**src/rtl/keccak_pkg.sv**
```systemverilog
// Shared constants and encodings for the Keccak-f[1600] round scheduler.
package keccak_pkg;

  localparam int unsigned NROUNDS = 24;
  localparam int unsigned NSLICE  = 64;
  localparam int unsigned NLANE   = 25;

  typedef enum logic [2:0] {
    PH_THETA = 3'd0,
    PH_RHO   = 3'd1,
    PH_PI    = 3'd2,
    PH_CHI   = 3'd3,
    PH_IOTA  = 3'd4
  } phaseT;

  typedef enum logic [1:0] {
    ST_IDLE,
    ST_ISSUE,
    ST_WAIT,
    ST_FINISH
  } stateT;

endpackage

```
**src/rtl/keccak_step_counter.sv**
```systemverilog
// Slice/lane index and round counters with phase-dependent terminal-count flags.
module keccak_step_counter
  import keccak_pkg::*;
(
  input  logic       clk,
  input  logic       rst,
  input  logic       clear,
  input  logic       advance,
  input  phaseT      phase,
  output logic [5:0] idx,
  output logic [4:0] round,
  output logic       idxLast,
  output logic       roundLast
);

  // pi and iota are single-step phases, so they are always at their last index.
  always_comb begin
    idxLast = 1'b1;
    case (phase)
      PH_THETA, PH_CHI: idxLast = (idx == 6'(NSLICE - 1));
      PH_RHO:           idxLast = (idx == 6'(NLANE - 1));
      default:          idxLast = 1'b1;
    endcase
  end

  assign roundLast = (round == 5'(NROUNDS - 1));

  always_ff @(posedge clk or negedge rst) begin
    if (!rst) begin
      idx   <= '0;
      round <= '0;
    end else if (clear) begin
      idx   <= '0;
      round <= '0;
    end else if (advance) begin
      // Last round holds its value so the final round index stays visible until the next start.
      if (phase == PH_IOTA) begin
        if (!roundLast) round <= round + 5'd1;
      end else if (phase != PH_PI) begin
        idx <= idxLast ? '0 : idx + 6'd1;
      end
    end
  end

endmodule

```
**src/rtl/keccak_round_scheduler.sv**
```systemverilog
// Sequences theta/rho/pi/chi/iota step launches over 24 rounds of Keccak-f[1600].
module keccak_round_scheduler
  import keccak_pkg::*;
(
  input  logic       clk,
  input  logic       rst,
  input  logic       start,
  input  logic       step_ack,
  output logic [4:0] step_go,
  output logic [2:0] phase,
  output logic [5:0] idx,
  output logic [4:0] round,
  output logic       busy,
  output logic       done
);

  stateT state, stateNext;
  phaseT phaseQ, phaseNext;
  logic  cntClear, cntAdvance, idxLast, roundLast;

  keccak_step_counter uCounter (
    .clk       (clk),
    .rst       (rst),
    .clear     (cntClear),
    .advance   (cntAdvance),
    .phase     (phaseQ),
    .idx       (idx),
    .round     (round),
    .idxLast   (idxLast),
    .roundLast (roundLast)
  );

  always_ff @(posedge clk or negedge rst) begin
    if (!rst) begin
      state  <= ST_IDLE;
      phaseQ <= PH_THETA;
    end else begin
      state  <= stateNext;
      phaseQ <= phaseNext;
    end
  end

  always_comb begin
    stateNext  = state;
    phaseNext  = phaseQ;
    cntClear   = 1'b0;
    cntAdvance = 1'b0;
    case (state)
      ST_IDLE: begin
        if (start) begin
          stateNext = ST_ISSUE;
          phaseNext = PH_THETA;
          cntClear  = 1'b1;
        end
      end
      ST_ISSUE: stateNext = ST_WAIT;
      ST_WAIT: begin
        if (step_ack) begin
          cntAdvance = 1'b1;
          stateNext  = ST_ISSUE;
          case (phaseQ)
            PH_THETA: if (idxLast) phaseNext = PH_RHO;
            PH_RHO:   if (idxLast) phaseNext = PH_PI;
            PH_PI:    phaseNext = PH_CHI;
            PH_CHI:   if (idxLast) phaseNext = PH_IOTA;
            PH_IOTA: begin
              phaseNext = PH_THETA;
              if (roundLast) stateNext = ST_FINISH;
            end
            default:  phaseNext = PH_THETA;
          endcase
        end
      end
      ST_FINISH: stateNext = ST_IDLE;
      default:   stateNext = ST_IDLE;
    endcase
  end

  always_comb begin
    step_go = '0;
    if (state == ST_ISSUE) step_go = 5'b00001 << phaseQ;
    busy  = (state == ST_ISSUE) || (state == ST_WAIT);
    done  = (state == ST_FINISH);
    phase = phaseQ;
  end

endmodule

```
**config.mk**
```make
export PLATFORM = sky130hd
export DESIGN_NAME = keccak_round_scheduler
export DESIGN_NICKNAME = d
export VERILOG_FILES = /design/src/rtl/keccak_pkg.sv /design/src/rtl/keccak_step_counter.sv /design/src/rtl/keccak_round_scheduler.sv
export SDC_FILE = /design/constraint.sdc
export NUM_CORES = 1
export LEC_CHECK = 0
export ABC_AREA = 1
export CORE_MARGIN = 2
export CORE_UTILIZATION = 54
export DETAILED_ROUTE_END_ITERATION = 7
export PLACE_DENSITY = 0.93
export RECOVER_POWER = 50
export SLEW_MARGIN = 15
export SYNTH_ARGS = -nofsm -noshare
export SYNTH_HDL_FRONTEND = slang
export SYNTH_HIERARCHICAL = 1
export SYNTH_SLANG_ARGS = --single-unit
```
**constraint.sdc**
```tcl
create_clock -name clk -period 4.45 [get_ports clk]
set_clock_uncertainty 0.15 [all_clocks]
set_input_delay 0.445 -clock clk [delete_from_list [all_inputs] [get_ports clk]]
set_output_delay 0.445 -clock clk [all_outputs]
set_load 0.02 [all_outputs]
```
==> results by group <==
Route
  • Routed vias/inst: 5.12
  • DR iter-0 viols: 36
  • Final wirelength: roughly 2700 um
  • Routed len/inst: 11.9 um
  • DR DRC count: 0
  • Vias: 1,153
  • DRT Pass-1 Iters: 4
  • Post-DRT Antenna Nets: 0

Power
  • Comb pwr share: 57.7%
  • Power Density: 501 nW/um2
  • Sequential share of power: a little under a third
  • Clock Power Share: 10.4%
  • Switching share of power: between 40% and 50%
  • Leak: 0.752 nW
  • VDD IR max: about 350 uV
  • NetSw: 0.356 mW
  • Cell-internal power: 0.376 mW

CTS
  • Clock sink count: 16
  • Num CTS Buffers: 3
  • CTS tree: built
  • Clock latency on the worst-skew pair: 0.29 ns
  • CTS clock-pin slew for the worst setup and hold paths: 0.09 ns
  • Clock tree buffer depth: 2
  • H-Tree Level Count: 1
  • Post-CTS sizing: 0
  • CTS Hold Bufs: 0
  • Root buffer cell: clkbuf_4
  • Post-CTS Repair Setup Buffers: 0

Place
  • Port buffer count: 24
  • Routability cong.: roughly 0.86
  • Dpl hpwl: slightly above 2000 um
  • Setup WS pre-CTS: 2.25 ns

Logic synthesis
  • Top-area cell type share of the netlist area: 33.6%
  • Count leader, synth: nand2_1
  • Net Count, Synth: 184
  • Ranking of synthesized cells by area: dfrtp_1, nand2_1, inv_1
  • Main flop type after synthesis: dfrtp_1
  • Mapped Avg Cell Area: between 6 and 7 um2
  • Register area share after synthesis: 33.6%
  • Cells after Synth: 173
  • Register bit total from synthesis: 16
  • Post-synth top area cell: dfrtp_1
  • Synth warn: 6
  • Post-synth cell types: 22
  • Cell Area, Synth: 1190 um2
  • Number of synthesized flops with an enable pin: 0
  • Fraction of registers with async set/reset: 100%
  • Most frequent cells after synthesis: nand2_1, inv_1, nor2_1

Floorplan
  • Floorplan row count: 16
  • Core ar.: 2020 um2
  • Ports: 25
  • DIE AREA: roughly 2600 um2
  • Die H: 50.9 um
  • Die X: just over 50 um
  • Initial core utilization: 58.8%

Finish
  • Fraction of layout cells with a size suffix above 1: 10.6%
  • # diodes: 0
  • Fill count: ~150
  • Layout area overhead: 22.9%
  • Finished Core Util: 72.3%
  • Layout net count: 211

Global routing
  • Total GRT Usage: between 20% and 30%
  • Global-route wire length before repair: 4560 um
  • Largest net degree at the start of global routing: 17
  • Initial antenna violation count: 0
  • Vias in the first global route: 1,048
  • GR Overflow Total: 0

Timing
  • RSZ-0062 raised after global routing: false
  • Final hold slack: 0.422 ns
  • Final Max Slew Viols: 0
  • Minimum clock period: 2.51 ns
  • Worst slew pin tran: 0.723 ns
  • Fin. Hold Viols: 0
  • Setup_tns: 0 ns
  • Max Fclk: roughly 0.4 GHz
  • Final Cycle Share: 56.4%
  • Post-route setup slack: a little under 2 ns
  • Final setup fails: 0
  • Relative slew slack: 51.6%

Critical path
  • Max FO, Critical Path: 5
  • Required @ worst endpoint: 3.86 ns
  • Reg2reg start: state[1]$_DFFE_PN0P_
  • Crit path kind: flop to output port
  • Worst Setup End Kind: output port
  • Startpoint class of the critical path: flop
  • WP data arrival: 1.92 ns
  • Critical Path Start: state[1]$_DFFE_PN0P_

Worst hold path
  • HP Start: uCounter/round[2]$_DFFE_PN0P_
  • Path type of the worst min-delay path: flop to flop

Run status
  • Status: complete, no violations

Flow run
  • Number of max-cap violations: 0
## area by class of cell
cell class                 count  area (um2)  area share (%)
multi-input combinational    120         634            43.4
sequential                    16         400            27.4
timing repair buffer          24         240            16.4
inverter                      35         131            8.98
tap                           27        33.8            2.31
clock buffer                   3        22.5            1.54
## kinds of logic (layout without fill, tap and decap cells)
| kind of cell | Yosys count | in the layout | share of synthesized area, % |
|---|---|---|---|
| simple gates | 96 | 96 | 38.1 |
| fa+ha+maj | 7 | 7 | 7.36 |
| flops | 16 | 16 | 33.6 |
| compound gates | 14 | 14 | 6.10 |
| buf+inv | 37 | 62 | 12.6 |
| xor+xnor | 3 | 3 | 2.21 |
## path summary, 6_finish.rpt
kind | end | slack [ns] | depth (start not counted)
min reg2reg | uCounter/round[2]$_DFFE_PN0P_ | 0.42 | 2
max reg2reg | uCounter/idx[3]$_DFFE_PN0P_ | 2.54 | 9
max | step_go[4] | 1.94 | 5
min in group asynchronous | state[1]$_DFFE_PN0P_ | 0.49 | 1
max in group asynchronous | uCounter/idx[3]$_DFFE_PN0P_ | 3.20 | 1
min | uCounter/round[2]$_DFFE_PN0P_ | 0.42 | 2
## routing by layer
metal,part of all wire [%],wire [um],vias to the layer above,GRT usage [%]
met5,0,0,-,0
met4,2.0,53,0,9.01
met3,5.0,133,10,4.97
met2,50,1330,42,37.9
met1,43,1150,509,29.6
li1,-,-,592,-
## flip-flops by register name (all words and copies together), names as in the netlist
signal	flops
phase	3
state	2
uCounter/round	5
uCounter/idx	6
## critical path: stages (launching register included)
cell and delay [ns]:
dfrtp_1 0.43, inv_1 0.14, ha_1 0.15, inv_1 0.07, nor4_1 0.17, clkdlybuf4s50_1 0.65
## power groups by stage
stage	clock [mW]	combinational (mW)	sequential (mW)
final	0.0764	0.423	0.234
after global routing	0.0876	0.473	0.241
after CTS	0.0777	0.428	0.234
after detailed placement	0	0.422	0.237
after global placement	0	0.409	0.231
after floorplan	0	0.277	0.247
## stage by stage
step / total power [mW] / instance area, um2 / instances
after floorplan: 0.523 / 1190 / 173
after global routing: 0.802 / 1460 / 225
after CTS: 0.740 / 1470 / 225
after detailed placement: 0.660 / 1450 / 222
after global placement: 0.640 / 1450 / 222
final: 0.733 / 1460 / 225
## placed cells by master, fill, tap and decap left out
master | synthesis | routed
a21oi_1 | 7 | 7
clkbuf_4 | 0 | 3
clkdlybuf4s50_1 | 0 | 23
dfrtp_1 | 16 | 16
dlygate4sd3_1 | 0 | 1
ha_1 | 7 | 7
inv_1 | 25 | 27
inv_2 | 10 | 8
nand2_1 | 42 | 44
nand2_2 | 5 | 3
nand3_1 | 11 | 11
nand3_2 | 2 | 2
nand3b_1 | 1 | 1
nand4_1 | 7 | 7
nor2_1 | 20 | 20
nor2_2 | 2 | 2
nor2_4 | 3 | 3
nor3_1 | 2 | 2
nor4_1 | 1 | 1
o21ai_0 | 3 | 4
o21ai_1 | 3 | 2
o21bai_1 | 1 | 1
xor2_1 | 3 | 3
(Power assumes the default switching activity.)
